[src/rtl/counter_defs.sv]
// Shared constants and packed-field helper for the cascaded counter.
package counter_defs;

    localparam int unsigned DEF_STAGE_W   = 4;
    localparam int unsigned DEF_DIGIT_MAX = 9;
    localparam int unsigned FIELD_BUS_W   = 256;
    localparam int unsigned FIELD_MAX_W   = 32;

    // Extract field idx of width w from a packed bus (LSB field is index 0).
    function automatic logic [FIELD_MAX_W-1:0] get_field(
        input logic [FIELD_BUS_W-1:0] bus,
        input int unsigned            idx,
        input int unsigned            w
    );
        logic [FIELD_BUS_W-1:0] shifted;
        logic [FIELD_MAX_W-1:0] mask;
        shifted = bus >> (idx * w);
        mask    = (w >= FIELD_MAX_W) ? '1
                                     : ((FIELD_MAX_W'(1) << w) - FIELD_MAX_W'(1));
        return FIELD_MAX_W'(shifted) & mask;
    endfunction

endpackage

[src/rtl/counter_stage.sv]
// One digit of the cascade: up/down modulo-(max+1) counter with clamped load.
module counter_stage #(
    parameter int unsigned W = 4
) (
    input  logic         clk,
    input  logic         rst,
    input  logic         step,
    input  logic         dir,
    input  logic         load,
    input  logic [W-1:0] load_val,
    input  logic [W-1:0] max,
    output logic [W-1:0] value,
    output logic         at_term,
    output logic         wrap
);

    logic [W-1:0] value_q;
    logic [W-1:0] value_d;
    logic [W-1:0] terminal_c;

    // Terminal is max when counting up, zero when counting down.
    assign terminal_c = dir ? '0 : max;
    assign at_term    = (value_q == terminal_c);
    assign wrap       = step & at_term;
    assign value      = value_q;

    // Next value: reset, then clamped load, then a single step.
    always_comb begin
        value_d = value_q;
        if (rst) begin
            value_d = '0;
        end else if (load) begin
            value_d = (load_val > max) ? max : load_val;
        end else if (step) begin
            if (dir) begin
                value_d = (value_q == '0) ? max : value_q - W'(1);
            end else begin
                value_d = (value_q == max) ? '0 : value_q + W'(1);
            end
        end
    end

    // Digit register.
    always_ff @(posedge clk) begin
        value_q <= value_d;
    end

endmodule

[src/rtl/cascade_counter.sv]
// Multi-digit cascaded up/down counter with wrap or saturate and trigger pulses.
module cascade_counter
    import counter_defs::*;
#(
    parameter int unsigned                          NUM_STAGES  = 4,
    parameter int unsigned                          STAGE_WIDTH = DEF_STAGE_W,
    parameter logic [NUM_STAGES*STAGE_WIDTH-1:0]    STAGE_MAX   = 16'h9999,
    parameter bit                                   SATURATE    = 1'b0
) (
    input  logic                                CLK,
    input  logic                                RESET,
    input  logic                                ENABLE_IN,
    input  logic                                DIR_DOWN,
    input  logic                                LOAD,
    input  logic [NUM_STAGES*STAGE_WIDTH-1:0]   LOAD_VALUE,
    output logic [NUM_STAGES*STAGE_WIDTH-1:0]   COUNT,
    output logic [NUM_STAGES-1:0]               STAGE_TRIG,
    output logic                                TRIG_OUT,
    output logic                                AT_TERMINAL
);

    localparam int unsigned W = STAGE_WIDTH;
    localparam int unsigned N = NUM_STAGES;

    // Parameter sanity; the field helper bounds bus and field widths.
    if (N < 1) begin : g_bad_stages
        $error("cascade_counter: NUM_STAGES must be >= 1");
    end
    if (W < 1 || W > FIELD_MAX_W) begin : g_bad_width
        $error("cascade_counter: STAGE_WIDTH out of range");
    end
    if (N * W > FIELD_BUS_W) begin : g_bad_bus
        $error("cascade_counter: NUM_STAGES*STAGE_WIDTH too wide");
    end

    logic [N-1:0] at_term_c;
    logic [N-1:0] wrap_c;
    logic [N-1:0] step_c;
    logic [N:0]   carry_c;
    logic         hold_c;

    logic [N-1:0] stage_trig_q;
    logic [N-1:0] stage_trig_d;
    logic         trig_q;
    logic         trig_d;

    // One stage per digit; maxima are elaboration constants.
    for (genvar i = 0; i < N; i++) begin : g_stage
        localparam logic [W-1:0] MAX_I = W'(get_field(FIELD_BUS_W'(STAGE_MAX), i, W));

        counter_stage #(
            .W (W)
        ) u_stage (
            .clk      (CLK),
            .rst      (RESET),
            .step     (step_c[i]),
            .dir      (DIR_DOWN),
            .load     (LOAD),
            .load_val (LOAD_VALUE[i*W +: W]),
            .max      (MAX_I),
            .value    (COUNT[i*W +: W]),
            .at_term  (at_term_c[i]),
            .wrap     (wrap_c[i])
        );
    end

    // Carry AND-chain and step gating; saturation freezes every stage.
    always_comb begin
        carry_c    = '0;
        step_c     = '0;
        carry_c[0] = 1'b1;
        for (int i = 0; i < int'(N); i++) begin
            carry_c[i+1] = carry_c[i] & at_term_c[i];
        end
        hold_c = SATURATE & ENABLE_IN & carry_c[N];
        for (int i = 0; i < int'(N); i++) begin
            step_c[i] = ENABLE_IN & ~LOAD & ~hold_c & carry_c[i];
        end
    end

    assign AT_TERMINAL = carry_c[N];

    // Trigger pulses, cleared by reset or load.
    always_comb begin
        stage_trig_d = '0;
        trig_d       = 1'b0;
        if (!RESET && !LOAD) begin
            stage_trig_d = wrap_c;
            trig_d       = ENABLE_IN & carry_c[N];
        end
    end

    // Trigger registers.
    always_ff @(posedge CLK) begin
        stage_trig_q <= stage_trig_d;
        trig_q       <= trig_d;
    end

    assign STAGE_TRIG = stage_trig_q;
    assign TRIG_OUT   = trig_q;

endmodule

[config.mk]
export PLATFORM = sky130hd
export DESIGN_NAME = cascade_counter
export DESIGN_NICKNAME = d
export VERILOG_FILES = /design/src/rtl/counter_defs.sv /design/src/rtl/counter_stage.sv /design/src/rtl/cascade_counter.sv
export SDC_FILE = /design/constraint.sdc
export NUM_CORES = 1
export LEC_CHECK = 0
export BUFFER_PORTS_ARGS = -buffer_cell sky130_fd_sc_hd__buf_2
export CAP_MARGIN = 20
export CORE_MARGIN = 4
export CORE_UTILIZATION = 38
export CTS_BUF_LIST = sky130_fd_sc_hd__clkbuf_4 sky130_fd_sc_hd__clkbuf_8 sky130_fd_sc_hd__clkbuf_16
export DETAILED_ROUTE_END_ITERATION = 12
export SETUP_SLACK_MARGIN = 0.05
export SYNTH_ARGS = -nofsm -noshare
export SYNTH_HDL_FRONTEND = slang
export SYNTH_HIERARCHICAL = 1
export SYNTH_SLANG_ARGS = --single-unit
[constraint.sdc]
create_clock -name CLK -period 3 [get_ports CLK]
set_input_delay 0 -clock CLK [delete_from_list [all_inputs] [get_ports CLK]]
set_output_delay 0 -clock CLK [all_outputs]
set_load 0.01 [all_outputs]
---- Word level (Yosys, flattened, before mapping) ----
Index checks and enable logic that the tools add are counted.
storage, ports and cells
  register bits after elaboration ......... 21
  input bits .............................. 21
  logic and storage cells ................. 74
cells by class
  $add $sub $neg .......................... 8
  magnitude comparators ................... 4
  equal/unequal tests ..................... 8
  multiplexer cells ....................... 25
  bitwise operators ....................... 12
  reductions and logical operators ........ 11
operators by type and width
  cell                                               count
  2-to-1 mux 4 bit                                   25
  adder 4 x 1 -> 4 bit (second input constant)       4
  equality test 4 bit                                4
  equality test 4 bit (second input constant)        4
  > comparator 4 bit (second input constant)         4
  logical NOT 4 bit                                  4
  subtractor 4 x 1 -> 4 bit (second input constant)  4
  AND 1 bit                                          11
  nonzero test 2 bit                                 4
  logical NOT 1 bit                                  2
  logical AND 1 bit                                  1
  NOT 1 bit                                          1

---- Logic depth before layout (Yosys ltp) ----
Gate-level depths: netlist of run 1.
  depth in word-level cells ............... 7
  mapped depth ............................ 10

---- Cells and area by module ----
The synthesis of run 1 kept the hierarchy.
by module, submodules not included
  module           instances  cells an instance  area each (µm²)  seq. area each (µm²)
  counter_stage    4          78                 609.3            80.1
  cascade_counter  1          18                 182.7            100.1

---- Worst setup path before layout of run 1 ----
Ideal clock, no wire load.
  kind .................................... register to register
  start ................................... reg g_stage[0].u_stage.value_q[0]
  end ..................................... reg g_stage[3].u_stage.value_q[2]
  library setup time ...................... 91 ps
  arrival ................................. 2194 ps
  data required time ...................... 2909 ps
  setup slack ............................. 715 ps
  cell stages (with the launch flop) ...... 10
  path buffers ............................ 0
  clock period less this slack ............ 2285 ps
  cells stage by stage .................... dfxtp_1 -> xor2_1 -> a221oi_1 -> a22oi_1 -> nor3_1 -> and4_1 -> nand2_1 -> a2111oi_0 -> a2111oi_2 -> a311oi_1
on the way
  cells in the longest elaborated chain, start to end .. 5
RTL lines
  item                                 RTL line               source
  from (decl)                          counter_stage.sv:17    logic [W-1:0] value_q;
  from (signal assigned)               counter_stage.sv:45    value_q <= value_d;
  equality test 4 bit                  counter_stage.sv:23    assign at_term = (value_q == terminal_c);
  net at_term_c[0]                     cascade_counter.sv:36  logic [N-1:0] at_term_c;
  AND 1 bit (2 in a row)               cascade_counter.sv:73  carry_c[i+1] = carry_c[i] & at_term_c[i];
  AND 1 bit                            cascade_counter.sv:77  step_c[i] = ENABLE_IN & ~LOAD & ~hold_c & carry_c[i];
  net step_c[3]                        cascade_counter.sv:38  logic [N-1:0] step_c;
  nonzero test 2 bit (no source line)  n/a
  to (signal assigned)                 counter_stage.sv:45
  to (decl)                            counter_stage.sv:17
The timed path passes the listed nets, and every way through them passes these cells.
A chain may end at the register's enable or synchronous reset.

---- Worst setup path in the final report of run 1 ----
Same ends and word-level chain as after synthesis.

==> impl_results.md, run 1 <==
* Period utilisation layout at 0.860
* Switching Share at 0.407
* FF+latch count, synth at 21
* Sequential share of the synthesized area at 0.160
* Dpl ws at 0.416 ns
* Final count of hold timing violations at 0
* CTS Root Cell: clkbuf_8
* Core area at 0.00653 mm2
* Clk_skew at 0.00191 ns
* Syn avg cell area at 7.94 um2
* Number of H-tree branching levels at 1
* Clock power share at 0.204
* Worst-margin pin slew at 0.597 ns
* LEAKAGE at 1.52 nW
* MaxCap Viol Count at 0
* Vias in the first global route at 2651
* Die width at 91.0 um
* CP max stage delay at 0.50 ns
* Buffer count from post-CTS setup fixing at 0
* Iter 0 DRT Violations at 108
* Reg clk slew, reported paths at 0.09 ns
* Worst Path Max Fanout at 8
* Max frequency at 388 MHz
* Critical path arrival at 2.76 ns
* Most common cell in the netlist: inv_1
* TritonCTS clock tree: built
* Fin crit period at 2.58 ns
* Die area at 0.00829 mm2
* Gr usage total at 0.168
* Num rows at 29
* Prevailing post-synth register cell: dfxtp_1
* Setup tns final at 0 ns
* Routed wl met2 at 3.27 mm
* Final hold slack at 0.0304 ns
* Starting Density at 0.401
* Vias at 2763
* Hold crit path type: in -> reg
* Die height at 91.0 um
* Area growth from synthesis to layout at 23.9%
* Combinational Power Share at 0.441
* Post-cts sizing count at 0
* Yosys top cell by area: dfxtp_1
* DR pass1 iterations at 4
* Post-Synthesis Cell Area at 0.00262 mm2
* Synth cell count leaders: inv_1 (44), ha_1 (24), dfxtp_1 (21), nand3_1 (20), o21ai_0 (20)
* Placed cell area at 0.00319 mm2
* Sw Pwr at 397 uW
* Pint at 578 uW
* Wire per inst at 13.0 um
* Port Buf Inserts at 42
* Status: completed
* P per Cell Area at 300 mW/mm2
* Critical Path RT at 3.18 ns
* Worst Setup Start Kind: flip-flop
* Routed Antenna Nets at 0
* Synth area leaders: dfxtp_1 (16%), ha_1 (11%), inv_1 (6.3%), a221oi_1 (5.3%), xor2_1 (5.3%)
* Largest net degree at the start of global routing at 26
* Post-Synthesis Cells at 330
* DRC Markers at 0
* Synth top area share at 0.160
* Worst VDD drop at 138 uV
* Critical Path Sink Type: flip-flop
* First-pass GRT wire length at 12.1 mm
* Number of library cell types mapped by synthesis at 38
* Worst slew margin at 0.592
* Post-Route WL at 6.91 mm
* Routability Congestion at 0.836
* Fillcell total at 637
* Antenna diode count at 0
* Ys async rst share at 0
* Met1 wire length at 3.32 mm
* Max-slew violation count at 0
* Cts bufs inserted at 3
* Routed wl met3 at 288 um
* Crit path cell chain: xor2_1 -> a221oi_1 -> a22oi_1 -> nor3_1 -> and4_1 -> nand2_1 -> a2111oi_0 -> a2111oi_2 -> a311oi_1
* Io pins at 43
* Clk_lat worst skew at 0.27 ns
* CTS Buffer Depth at 2
* Sequential power share at 0.355
* Finished Cell Area at 0.00325 mm2
* Final setup margin at 0.421 ns
* Hpwl dp at 5.64 mm
* Setup Viol. Count Final at 0
* Post-synth EDFFs at 0
* Antenna violations before repair at 0
* CP Class: reg -> reg
* DR top layer: met4
* Via/cell ratio at 5.21
* Remaining global-route overflow at 0
* Sink Count at 21
* Share of layout cells above drive strength 1 at 0.137
* Yosys warning count at 6
* Nets at 499
* Hold-fix buffers at CTS at 1
* RSZ-0062 raised after global routing: no
* Critical-path top delay cell: a2111oi_0
* Total power at 974 uW
## per-stage QoR
| step | util | instances |
|---|---|---|
| after global routing | 0.497 | 530 |
| final | 0.497 | 530 |
| after global placement | 0.488 | 525 |
| after floorplan | - | 408 |
| after CTS | 0.497 | 530 |
| after detailed placement | 0.488 | 525 |
## path summary, 6_finish.rpt
path                                                  from                                       end  cells after the start  slack, ns
hold reg to reg   g_stage[0].u_stage/value[3]$_SDFFE_PP0P_  g_stage[0].u_stage/value[3]$_SDFFE_PP0P_                      2       0.64
hold / removal                               LOAD_VALUE[0]  g_stage[0].u_stage/value[0]$_SDFFE_PP0P_                      3       0.03
setup / recovery  g_stage[0].u_stage/value[0]$_SDFFE_PP0P_  g_stage[3].u_stage/value[2]$_SDFFE_PP0P_                      9       0.42
setup reg to reg  g_stage[0].u_stage/value[0]$_SDFFE_PP0P_  g_stage[3].u_stage/value[2]$_SDFFE_PP0P_                      9       0.42
## layout by cell type, fill, tap and decap left out, types with 9 or more instances in the layout
| master | synthesis | final |
|---|---|---|
| o21ai_0 | 20 | 20 |
| o21bai_1 | 12 | 12 |
| nand3_1 | 20 | 20 |
| dfxtp_1 | 21 | 21 |
| nand2_1 | 12 | 12 |
| nor3_1 | 12 | 12 |
| xor2_1 | 16 | 16 |
| nor2_1 | 9 | 9 |
| conb_1 | 2 | 80 |
| ha_1 | 24 | 24 |
| inv_1 | 44 | 44 |
| a311oi_1 | 12 | 12 |
| buf_2 | 0 | 42 |
| a221oi_1 | 16 | 16 |
## state kept, by name (all words and copies together), names as in the netlist
name,flops
g_stage.u_stage/value,16
STAGE_TRIG,4
TRIG_OUT,1
## layer usage
layer / global-route usage / up-vias
met4: 0.0226 / 0
li1: - / 1440
met3: 0.0215 / 2
met5: 0 / -
met2: 0.301 / 46
met1: 0.220 / 1275
## power by group through the flow
stage	registers, mW	logic [mW]	clock network, mW
after CTS	0.346	0.424	0.209
after detailed placement	0.353	0.422	0
final	0.346	0.429	0.199
after floorplan	0.346	0.315	0
after global placement	0.352	0.416	0
after global routing	0.354	0.486	0.218
## area by class of cell
class | instances | area [um2] | share of cell area
well taps | 77 | 96.3 | 0.0297
repair buffers | 45 | 235 | 0.0725
clock buffers | 3 | 41.3 | 0.0127
multi-input cells | 339 | 2280 | 0.703
flip-flops and latches | 21 | 420 | 0.130
clock inverters | 1 | 5.00 | 0.00154
inverters | 44 | 165 | 0.0509
## critical path, delay by kind of cell, from the launching register on
kind / cells / cell delay, ns
AOI/OAI and AO/OA: 5 / 1.18
and+or+nand+nor: 3 / 0.71
DFF: 1 / 0.48
xor gates and xnor gates: 1 / 0.13
## cell families after synthesis
group | Yosys count | synth area share
other cells | 2 | 0.00287
xor+xnor | 20 | 0.0669
mux | 16 | 0.0650
fa+ha+maj | 24 | 0.115
buf+inv | 48 | 0.0802
compound gates | 112 | 0.329
simple gates | 87 | 0.181
flops | 21 | 0.160
(Power assumes the default switching activity.)
==> inputs of run 2 (changes only) <==
Settings changed: CTS_CLUSTER_SIZE from default to 8, PLACE_DENSITY from default to 0.54.
==> impl_results.md, run 2 (synthesis gave the netlist of run 1 again) <==
* Status: completed
* Top delay family on crit path: compound AO/OA/AOI/OAI gates
* Antenna violations before repair at 0 (unchanged)
* Clk_skew at 0.00122 ns (-0.000689 ns)
* Wire per inst at 13.2 um (+1.1%)
* Max-slew violation count at 0 (unchanged)
* Cts bufs inserted at 3 (unchanged)
* Io pins at 43 (unchanged)
* TritonCTS clock tree: built
* Share of layout cells above drive strength 1 at 0.135 (-0.00191)
* Starting Density at 0.401 (unchanged)
* Fin crit period at 2.54 ns (-0.0439 ns)
* Finished Cell Area at 0.00324 mm2 (-0.15%)
* Die height at 91.0 um (unchanged)
* CTS Root Cell: clkbuf_8
* Routability Congestion at 0.795 (-4.8%)
* Nets at 498 (-0.20%)
* CTS Buffer Depth at 2 (unchanged)
* Critical Path RT at 3.18 ns (about the same)
* Buf+Inv Stages, Crit Path at 0 (unchanged)
* Clock power share at 0.214 (+0.010)
* Total power at 983 uW (+0.93%)
* RSZ-0062 raised after global routing: no
* Clk_lat worst skew at 0.26 ns (about the same)
* Routed Antenna Nets at 0 (unchanged)
* Sw Pwr at 396 uW (-0.25%)
* Vias in the first global route at 2558 (-3.5%)
* Worst VDD drop at 162 uV (+17%)
* Setup Viol. Count Final at 0 (unchanged)
* Num rows at 29 (unchanged)
* MaxCap Viol Count at 0 (unchanged)
* Crit path cell chain: xor2_1 -> a221oi_1 -> a22oi_1 -> nor3_1 -> and4_1 -> nand2_1 -> a2111oi_0 -> a2111oi_2 -> a311oi_1
* Final count of hold timing violations at 0 (unchanged)
* Critical-path top delay cell: dfxtp_1
* Placed cell area at 0.00318 mm2 (-0.24%)
* Sequential power share at 0.353 (-0.002)
* Critical Path Sink Type: flip-flop
* DRC Markers at 0 (unchanged)
* Max frequency at 394 MHz (+1.7%)
* Worst-margin pin slew at 0.560 ns (-0.0370 ns)
* Period utilisation layout at 0.845 (-0.0146)
* Via/cell ratio at 5.07 (-2.8%)
* CP max stage delay at 0.48 ns (-0.02 ns)
* Combinational Power Share at 0.433 (-0.008)
* CP Class: reg -> reg
* Sink Count at 21 (unchanged)
* First-pass GRT wire length at 12.0 mm (-0.92%)
* Final setup margin at 0.465 ns (+0.0439 ns)
* Iter 0 DRT Violations at 78 (-28%)
* LEAKAGE at 1.52 nW (-0.27%)
* Number of H-tree branching levels at 1 (unchanged)
* Largest net degree at the start of global routing at 27 (+3.8%)
* Worst Setup Start Kind: flip-flop
* Die area at 0.00829 mm2 (unchanged)
* Placed cell count at 524 (-0.19%)
* Post-cts sizing count at 0 (unchanged)
* Core area at 0.00653 mm2 (unchanged)
* Post-Route WL at 6.97 mm (+0.91%)
* Switching Share at 0.402 (-0.00477)
* Worst Path Max Fanout at 8 (unchanged)
* Antenna diode count at 0 (unchanged)
* Reg clk slew, reported paths at 0.09 ns (about the same)
* Gr usage total at 0.170 (+0.00244)
* Vias at 2681 (-3.0%)
* Area growth from synthesis to layout at 23.7%
* Remaining global-route overflow at 0 (unchanged)
* Dpl ws at 0.505 ns (+0.0895 ns)
* Commonest non-fill, non-tap cells in the layout: conb_1 (80), inv_1 (44), buf_2 (42)
* Port Buf Inserts at 42 (unchanged)
* P per Cell Area at 303 mW/mm2 (+1.1%)
* DR pass1 iterations at 4 (unchanged)
* Die width at 91.0 um (unchanged)
* Pint at 588 uW (+1.7%)
* Hold crit path type: in -> reg
* Setup tns final at 0 ns (unchanged)
* Worst slew margin at 0.627 (+0.0349)
* Post-route insts no fill at 529 (-0.19%)
* Largest register FFs at 16 (unchanged)
* Critical path arrival at 2.72 ns (-0.04 ns)
* Most common cell after layout, fill and taps aside: conb_1
* Hpwl dp at 5.64 mm (-0.11%)
* Fillcell total at 703 (+10%)
## run 2: what timing repair did
item,CTS,global route
hold buffers,1,0
endpoints found under the setup margin,0,0
setup buffers,0,0
endpoints found under the hold margin,1,0
## run 2: path summary, 6_finish.rpt
check	startpoint	endpoint	slack, ns	depth (start not counted)
max	g_stage[0].u_stage/value[0]$_SDFFE_PP0P_	g_stage[3].u_stage/value[2]$_SDFFE_PP0P_	0.46	9
min	LOAD_VALUE[1]	g_stage[0].u_stage/value[1]$_SDFFE_PP0P_	0.03	3
max reg2reg	g_stage[0].u_stage/value[0]$_SDFFE_PP0P_	g_stage[3].u_stage/value[2]$_SDFFE_PP0P_	0.46	9
min reg2reg	g_stage[1].u_stage/value[0]$_SDFFE_PP0P_	g_stage[1].u_stage/value[0]$_SDFFE_PP0P_	0.63	2
## run 2: area by class of cell
type	instances	area (um2)	share of cell area
sequential	21	420	0.130
multi-input combinational	339	2280	0.704
inverter	44	165	0.0510
clock buffer	4	48.8	0.0151
tap	77	96.3	0.0297
timing repair buffer	44	228	0.0703
## run 2: through the flow
stage	utilization	hold slack, ns
after detailed placement	0.487	0.270
after floorplan	-	0.0780
after global routing	0.496	0.0434
after CTS	0.496	0.0259
after global placement	0.487	0.290
final	0.496	0.0322
## run 2: worst register-to-register path: stages (launching register included)
cell       delay, ns
dfxtp_1         0.48
xor2_1          0.13
a221oi_1        0.21
a22oi_1         0.15
nor3_1          0.28
and4_1          0.37
nand2_1         0.08
a2111oi_0       0.46
a2111oi_2       0.09
a311oi_1        0.20
## run 2: metal layers
layer / share of wire / global-route usage
met5: 0 / 0
met1: 0.50 / 0.238
met3: 0.030 / 0.0190
met2: 0.46 / 0.284
met4: 0.0083 / 0.0314
## run 2: power groups by stage
stage	sequential [mW]	clock, mW	combinational [mW]
3_3_place_gp	0.353	0	0.417
6_report	0.347	0.211	0.425
4_1_cts	0.347	0.221	0.423
2_1_floorplan	0.346	0	0.315
5_1_grt	0.355	0.234	0.484
3_5_place_dp	0.354	0	0.420
